--- config.mk ---
export PLATFORM = sky130hd
export DESIGN_NAME = conv_window_gen
export DESIGN_NICKNAME = d
export VERILOG_FILES = /design/src/rtl/conv_window_gen.sv
export SDC_FILE = /design/constraint.sdc
export NUM_CORES = 1
export LEC_CHECK = 0
export BUFFER_PORTS_ARGS = -buffer_cell sky130_fd_sc_hd__buf_2
export CAP_MARGIN = 15
export CORE_MARGIN = 3
export CORE_UTILIZATION = 34
export DETAILED_ROUTE_END_ITERATION = 8
export HOLD_SLACK_MARGIN = 0.02
export PLACE_DENSITY = 0.53
export SLEW_MARGIN = 25
export SYNTH_ARGS = -nofsm -noshare
export SYNTH_HDL_FRONTEND = slang
export SYNTH_SLANG_ARGS = --single-unit
--- constraint.sdc ---
create_clock -name clk -period 2.75 [get_ports clk]
set_clock_uncertainty 0.1 [all_clocks]
set_input_delay 0.4125 -clock clk [delete_from_list [all_inputs] [get_ports clk]]
set_output_delay 0.4125 -clock clk [all_outputs]
set_load 0.03 [all_outputs]
--- src/rtl/conv_window_gen.sv ---
// ---------------------------------------------------------------------------
// conv_window_gen
//
// Turns a raster-order pixel stream into KERNEL x KERNEL windows for the conv
// layer calculation block. It covers every valid output position: there is no
// padding and the stride is 1.
//
// The block keeps KERNEL-1 line buffers. Each buffer is a circular array of
// depth IMG_W, indexed by column. It also keeps a KERNEL x KERNEL shift
// window. On each accepted pixel, a new column enters the window on the
// right. That column is the incoming pixel plus the pixels at the same column
// in the previous KERNEL-1 rows, read from the line buffers.
//
// Ports:
//   clk         system clock, rising edge
//   rst         asynchronous active-low reset
//   pix_in      pixel data, qualified by en_in
//   en_in       pixel valid, one pixel per cycle
//   sof         start of frame (with en_in): pixel is (0,0); restarts if active
//   data2conv   packed window, element r*KERNEL+c at [e*N +: N]
//               (r=0 is the top row, c=0 is the leftmost column)
//   en_out      one-cycle strobe, data2conv valid
//   frame_done  one-cycle pulse, coincident with the last en_out of a frame
//
// Optional feature, macro CONV_WIN_GEN_COORD_EN:
//   win_row     top-left row of the emitted window
//   win_col     top-left column of the emitted window
// ---------------------------------------------------------------------------
module conv_window_gen #(
   parameter int KERNEL = 3,
   parameter int N      = 4,
   parameter int IMG_W  = 8,
   parameter int IMG_H  = 8
) (
   input  logic                       clk,
   input  logic                       rst,
   input  logic [N-1:0]               pix_in,
   input  logic                       en_in,
   input  logic                       sof,
   output logic [KERNEL*KERNEL*N-1:0] data2conv,
   output logic                       en_out,
   output logic                       frame_done
`ifdef CONV_WIN_GEN_COORD_EN
   ,
   output logic [$clog2(IMG_H)-1:0]   win_row,
   output logic [$clog2(IMG_W)-1:0]   win_col
`endif
);

   localparam int DW = KERNEL * KERNEL * N;
   localparam int CW = (IMG_W > 1) ? $clog2(IMG_W) : 1;
   localparam int RW = (IMG_H > 1) ? $clog2(IMG_H) : 1;
   localparam int LB = (KERNEL > 1) ? KERNEL - 1 : 1;

   typedef enum logic {IDLE = 1'b0, ACTIVE = 1'b1} state_e;

   state_e          state_q, state_d;
   logic [CW-1:0]   col_q, col_d, cur_col;
   logic [RW-1:0]   row_q, row_d, cur_row;
   logic            accept, emit, last_pix, col_last;
   logic            en_out_q, frame_done_q;
   logic [DW-1:0]   data2conv_q, win_packed;

   logic [N-1:0]    win_q   [KERNEL][KERNEL];
   logic [N-1:0]    win_d   [KERNEL][KERNEL];
   logic [N-1:0]    new_col [KERNEL];
   logic [N-1:0]    lb_rd   [LB];

   genvar gi, gj;

   // ------------------------------------------------------------------
   // FSM: state register
   // ------------------------------------------------------------------
   always_ff @(posedge clk or negedge rst) begin
      if (!rst) state_q <= IDLE;
      else      state_q <= state_d;
   end

   // ------------------------------------------------------------------
   // FSM: next state
   // ------------------------------------------------------------------
   always_comb begin
      state_d = state_q;
      if (accept) state_d = last_pix ? IDLE : ACTIVE;
   end

   // ------------------------------------------------------------------
   // FSM outputs: pixel acceptance, its coordinate, and counter update.
   // When sof is asserted, the pixel is forced to (0,0), whether or not a
   // frame was in progress. Because the row/col gating restarts with it,
   // stale line-buffer data from an aborted frame can never reach a window.
   // ------------------------------------------------------------------
   always_comb begin
      accept   = en_in && (sof || (state_q == ACTIVE));
      cur_col  = sof ? '0 : col_q;
      cur_row  = sof ? '0 : row_q;
      col_last = (cur_col == CW'(IMG_W - 1));
      last_pix = accept && col_last && (cur_row == RW'(IMG_H - 1));
      emit     = accept && (int'(cur_row) >= KERNEL - 1)
                        && (int'(cur_col) >= KERNEL - 1);
      col_d    = col_q;
      row_d    = row_q;
      if (accept) begin
         if (last_pix) begin
            col_d = '0;
            row_d = '0;
         end else if (col_last) begin
            col_d = '0;
            row_d = cur_row + 1'b1;
         end else begin
            col_d = cur_col + 1'b1;
            row_d = cur_row;
         end
      end
   end

   // ------------------------------------------------------------------
   // Line buffers. Buffer 0 holds the previous row. Buffer k holds the row
   // k+1 above the current one, so on each write every buffer passes its
   // old value down the chain. The read is combinational, so the old value
   // is seen before the write that happens in the same cycle.
   // ------------------------------------------------------------------
   generate
      if (KERNEL > 1) begin : g_lb
         for (gi = 0; gi < KERNEL - 1; gi++) begin : g_buf
            logic [N-1:0] mem [IMG_W];
            logic [N-1:0] wr_data;

            assign lb_rd[gi] = mem[cur_col];

            if (gi == 0) begin : g_first
               assign wr_data = pix_in;
            end else begin : g_chain
               assign wr_data = lb_rd[gi-1];
            end

            always_ff @(posedge clk) begin
               if (accept) mem[cur_col] <= wr_data;
            end
         end
      end else begin : g_no_lb
         assign lb_rd[0] = '0;
      end
   endgenerate

   // ------------------------------------------------------------------
   // Incoming column. The bottom row is the live pixel; each row above it
   // comes from one line buffer further back.
   // ------------------------------------------------------------------
   generate
      for (gi = 0; gi < KERNEL; gi++) begin : g_newcol
         if (gi == KERNEL - 1) begin : g_live
            assign new_col[gi] = pix_in;
         end else begin : g_buf
            assign new_col[gi] = lb_rd[KERNEL-2-gi];
         end
      end
   endgenerate

   // ------------------------------------------------------------------
   // Next window: shift left and append the new column. The packed form of
   // this next window is what gets captured into data2conv.
   // ------------------------------------------------------------------
   generate
      for (gi = 0; gi < KERNEL; gi++) begin : g_wrow
         for (gj = 0; gj < KERNEL; gj++) begin : g_wcol
            if (gj < KERNEL - 1) begin : g_shift
               assign win_d[gi][gj] = win_q[gi][gj+1];
            end else begin : g_append
               assign win_d[gi][gj] = new_col[gi];
            end
            assign win_packed[(gi*KERNEL+gj)*N +: N] = win_d[gi][gj];
         end
      end
   endgenerate

   // The window contents are data-path only; they are never emitted before
   // they have been refilled by the current frame, so they need no reset.
   always_ff @(posedge clk) begin
      if (accept) win_q <= win_d;
   end

   // ------------------------------------------------------------------
   // Counters and registered outputs
   // ------------------------------------------------------------------
   always_ff @(posedge clk or negedge rst) begin
      if (!rst) begin
         col_q        <= '0;
         row_q        <= '0;
         en_out_q     <= 1'b0;
         frame_done_q <= 1'b0;
         data2conv_q  <= '0;
      end else begin
         col_q        <= col_d;
         row_q        <= row_d;
         en_out_q     <= emit;
         frame_done_q <= last_pix;
         if (emit) data2conv_q <= win_packed;
      end
   end

   assign data2conv  = data2conv_q;
   assign en_out     = en_out_q;
   assign frame_done = frame_done_q;

`ifdef CONV_WIN_GEN_COORD_EN
   localparam int CRW = $clog2(IMG_H);
   localparam int CCW = $clog2(IMG_W);

   logic [CRW-1:0] win_row_q;
   logic [CCW-1:0] win_col_q;

   // The window coordinate is its top-left corner, which is the completing
   // pixel's coordinate minus KERNEL-1.
   always_ff @(posedge clk or negedge rst) begin
      if (!rst) begin
         win_row_q <= '0;
         win_col_q <= '0;
      end else if (emit) begin
         win_row_q <= CRW'(int'(cur_row) - (KERNEL - 1));
         win_col_q <= CCW'(int'(cur_col) - (KERNEL - 1));
      end
   end

   assign win_row = win_row_q;
   assign win_col = win_col_q;
`endif

endmodule
### After elaboration in Yosys (flattened, before gate mapping)

Memories as Yosys holds them, arrays and structs flattened.
Cells that the tools add are included.

| word-level totals | value |
|---|---|
| register bits after elaboration | 69 |
| bits in writable memories | 64 |
| input port bits | 8 |
| output and inout port bits | 38 |
| logic and storage cells | 35 |
| memories | 2 |

| operators by class | value |
|---|---|
| $add $sub $neg | 2 |
| order comparisons | 2 |
| equal/unequal tests | 2 |
| multiplexer cells | 9 |
| reductions and logical operators | 6 |

Memory list:

| name | words | width | rd ports | clocked after memory_dff | wr ports | RTL line | source |
|---|---|---|---|---|---|---|---|
| g_lb.g_buf[0].mem | 8 | 4 | 1 | 0 | 1 | 126 | `logic [N-1:0] mem [IMG_W];` |
| g_lb.g_buf[1].mem | 8 | 4 | 1 | 0 | 1 | 126 |  |

Operators with widths:

| operator | number |
|---|---|
| 3-bit 2-to-1 mux | 6 |
| 3-bit by 1-bit adder with 3-bit output (second input constant) | 2 |
| 3-bit == test (second input constant) | 2 |
| 3-bit by 2-bit >= comparator with 1-bit output (second input constant) | 2 |
| 1-bit logical AND | 5 |
| 1-bit 2-to-1 mux | 3 |
| 1-bit logical OR | 1 |

### Logic depth before layout (Yosys ltp)

| depth | value |
|---|---|
| word-level depth | 5 |
| mapped depth | 9 |
| gate-level depth less buffers | 7 |

### Least setup slack after synthesis

No wires, ideal clock.

| path | value |
|---|---|
| path type | flip-flop to flip-flop |
| from | reg col_q[2] |
| to | mem g_lb.g_buf[0].mem[2][0] (enable) |
| library setup time | 0.383 ns |
| arrival | 1.729 ns |
| required time | 2.267 ns |
| setup slack | 0.537 ns |
| cell stages (with the launch flop) | 5 |
| path buffers | 2 |
| clock period less this slack | 2.213 ns |
| path through | dfrtp_1 > buf_2 > or3b_2 > clkbuf_1 > nor3_1 |

| on the way | value |
|---|---|
| word-level cells in the longest chain between the ends | 1 |

Ends and longest elaborated chain:

| what | RTL line | source |
|---|---|---|
| from (decl) | 58 | `logic [CW-1:0] col_q, col_d, cur_col;` |
| from (signal assigned) | 194 | `col_q <= col_d;` |
| 3-bit 2-to-1 mux | 95 | `cur_col = sof ? '0 : col_q;` |
| to (decl) | 126 |  |

No other way between the ends.

### Final worst setup path

| path | value |
|---|---|
| from | reg col_q[0] |
| to | reg data2conv_q[23] (netlist: data2conv[23]) |

| on the way | value |
|---|---|
| elaborated cells between the ends (all ways) | 4 |
| those cells by class | 1 x order compare; 1 x mux; 1 x reduce/logical; 1 x memory |

RTL lines:

| what | RTL line | source |
|---|---|---|
| 3-bit 2-to-1 mux | 95 |  |
| memory read 8 x 4 bit | - |  |
| net g_lb.g_buf[1].wr_data[3] | 127 | `logic [N-1:0] wr_data;` |
| to (signal assigned) | 198 | `if (emit) data2conv_q <= win_packed;` |
| to (decl) | 62 | `logic [DW-1:0] data2conv_q, win_packed;` |

The timed path passes the listed nets, and every way through them passes these cells.
A chain may end at the register's enable or synchronous reset.

==> metrics.csv <==
stage,metric,value,unit
placement,hpwl,6490,um
floorplan,floorplan.die_area,16600,sq um
detailed_routing,drt_iter0_markers,181,
finish,finalInstanceArea,6240,sq um
detailed_routing,firstDrtPassIters,7,
detailed_routing,drt-total-wl,10300,um
critical_path,crit_path_end_kind,flop,
synth,synth_edf_count,88,
grt,grt_pass1_vias,2832,
placement,place_congestion,0.783,
critical_path,slowest_delay,0.45,ns
pwr,p_per_area,777,nW/um^2
timing,fin_hold_ws,0.114,ns
timing,fin_crit,2.27,ns
detailed_routing,drtAntennaViolNets,0,
timing,fin_setup_tns,0,ns
synth,yosysSeqAreaShare,73.4,%
detailed_routing,dr_wl_met3,420,um
cts,clock_latency,0.41,ns
synth,async_reset_ff_share,33.8,%
cts,post_cts_buffers,0,
synth,avgSynthCellArea,16.7,sq um
finish,diodes,0,
detailed_routing,post_drt_via_cell_ratio,4.89,
pwr,switching_power,1.10,mW
synth,yosys_warnings,0,
timing,tightest_slew,0.802,ns
detailed_routing,met1Wirelength,4870,um
placement,place_worst_setup_slack,0.429,ns
cts,cts_root_buf,clkbuf_16,
pwr,clkPwrFrac,44.8,%
cts,cts_resized,0,
synth,synth_top_flop_cell,edfxtp_1,
timing,finalCritPeriodShare,82.6,%
timing,drv_slew,0,
timing,finalSetupViolations,0,
detailed_routing,vias,2795,
worst_hold_path,worst_hold_path_type,primary input to flop,
critical_path,cp.required,2.95,ns
critical_path,timing.critical_path.fanout_max,22,
critical_path,startpoint_type,flop,
floorplan,die_x,129,um
cts,clkSinkCount,133,
finish,drive_gt1_share,30.5,%
grt,grt_max_degree,46,
cts,cts_buffers,17,
grt,globalRouteOverflowTotal,0,
detailed_routing,dr_wl_met2,4840,um
grt,track_usage,13.4,%
grt,grt_pass1_wl,16400,um
timing,hold_viol_final,0,
pwr,swShare,22.6,%
cts,cts_hold_buffers,1,
finish,fin_nets,385,
pwr,p_int,3.75,mW
outcome,status,"complete, no violations",
grt,grt_antenna_before_repair,0,
pwr,leakagePower,2.64,nW
cts,cts_tree,yes,
synth,synth_seq_cells,133,
critical_path,cp_cell_sequence,buf_4 -> mux2i_1 -> a2bb2oi_1 -> o211ai_1 -> mux2_1,
pwr,peakVddDrop,0.000508,V
detailed_routing,drc,0,
floorplan,row_count,44,
placement,dpl_cell_area,5650,sq um
cts,clock_path_buffers,2,
finish,area_delta_synth_final,21.4,%
critical_path,crit_slowest_cell,dfrtp_1,
placement,io_buffers,45,
timing,grt_setup_unrepaired,false,
synth,syn_inst,307,
floorplan,core_area,14600,sq um
timing,worst_slack,0.477,ns
pwr,p_comb_share,7.2,%
floorplan,io-pin-count,46,
cts,htree_levels,4,
cts,clk_pin_slew_worst_paths,0.06,ns
detailed_routing,top_layer,met4,
floorplan,die_y,129,um
timing,slew_headroom,46.3,%
critical_path,crit_type,flop to flop,
synth,postSynthNetCount,318,
synth,ys_types,37,
detailed_routing,wl_per_cell,18.1,um
job,drv_cap,0,
floorplan,initial_core_util,35.1,%
critical_path,arrival,2.47,ns
pwr,p_seq_share,47.9,%
synth,syn_area,5140,sq um
timing,fmax,0.440,GHz
## through the flow
stage	util, %	total power, mW	std cells
after global routing	42.6	5.03	571
after global placement	38.6	2.71	538
after detailed placement	38.6	2.71	538
final	42.6	4.84	571
after floorplan	-	2.57	307
after CTS	42.6	4.90	571
## worst max-delay path: cells and delay by family (launching register included)
| family | cells | cell delay (ns) |
|---|---|---|
| buffers and inverters | 1 | 0.39 |
| AO/OA/AOI/OAI | 2 | 0.52 |
| flip-flops | 1 | 0.45 |
| multiplexers | 2 | 0.69 |
## cells in the final DEF (no fill, tap or decap), types with 7 or more instances in the layout
cell | netlist | final
nor2_1 | 9 | 9
o211ai_1 | 7 | 7
a21oi_1 | 11 | 11
nor2b_1 | 11 | 11
nand2_1 | 10 | 10
mux2i_1 | 23 | 23
dfrtp_1 | 45 | 45
mux2_1 | 19 | 19
a2bb2oi_1 | 8 | 8
clkbuf_16 | 0 | 17
o22a_1 | 8 | 8
mux2_2 | 17 | 17
edfxtp_1 | 88 | 88
buf_4 | 0 | 17
buf_2 | 6 | 45
## logic make-up after synthesis
| family | after synthesis | synth area share [%] |
|---|---|---|
| AND/OR/NAND/NOR | 47 | 5.09 |
| AO/OA/AOI/OAI | 47 | 6.55 |
| buffers and inverters | 18 | 1.90 |
| multiplexers | 59 | 12.4 |
| flip-flops | 133 | 73.4 |
| adder cells (fa/ha/maj) | 3 | 0.731 |
## metal layers
| metal | vias up | global-route usage [%] |
|---|---|---|
| met3 | 16 | 4.44 |
| met1 | 1408 | 17.9 |
| met4 | 0 | 6.11 |
| met2 | 67 | 20.0 |
| li1 | 1304 | - |
| met5 | - | 0 |
## area by class of cell
type,count,area (sq um)
fill,1314,8410
sequential,133,3770
multi-input combinational,156,1270
clock buffer,19,443
timing repair buffer,64,383
tap,184,230
clock inverter,13,134
inverter,2,7.51
## path summary, 6_finish.rpt
| kind | from | depth (start not counted) | slack, ns | endpoint |
|---|---|---|---|---|
| worst max-delay path | col_q[0] | 5 | 0.48 | data2conv[23] |
| worst min-delay path | en_in | 2 | 0.11 | state_q |
| worst max register to register | col_q[0] | 5 | 0.48 | data2conv[23] |
| worst min register to register | win_d[7] | 0 | 0.34 | win_d[11] |
| max in group asynchronous | rst | 3 | 1.62 | data2conv[10] |
| min in group asynchronous | rst | 3 | 0.53 | data2conv[14] |
## power groups by stage
stage                     sequential, mW  combinational, mW  clock, mW
after floorplan                     2.34              0.230          0
after global placement              2.36              0.351          0
after detailed placement            2.36              0.354          0
after CTS                           2.32              0.358       2.22
after global routing                2.33              0.389       2.31
final                               2.32              0.351       2.17
## registers in the layout (all words and copies together) (netlist names)
| signal | cells |
|---|---|
| g_lb.g_buf.mem | 64 |
| win_d | 24 |
| col_q | 3 |
| data2conv | 36 |
| en_out | 1 |
| row_q | 3 |
| frame_done | 1 |
| state_q | 1 |
## cells in the mapped netlist, drive strengths merged, types with 3 or more instances
| library cell | n | share of area (%) |
|---|---|---|
| a21oi | 11 | 1.1 |
| a2bb2oi | 8 | 1.4 |
| buf | 10 | 1.3 |
| clkbuf | 6 | 0.44 |
| dfrtp | 45 | 22 |
| edfxtp | 88 | 51 |
| ha | 3 | 0.73 |
| mux2 | 36 | 7.9 |
| mux2i | 23 | 4.5 |
| nand2 | 10 | 0.73 |
| nor2 | 9 | 0.66 |
| nor2b | 11 | 1.3 |
| nor3 | 5 | 0.71 |
| o211ai | 7 | 1.0 |
| o21ai | 7 | 0.83 |
| o22a | 8 | 1.4 |
(Power assumes the default switching activity.)
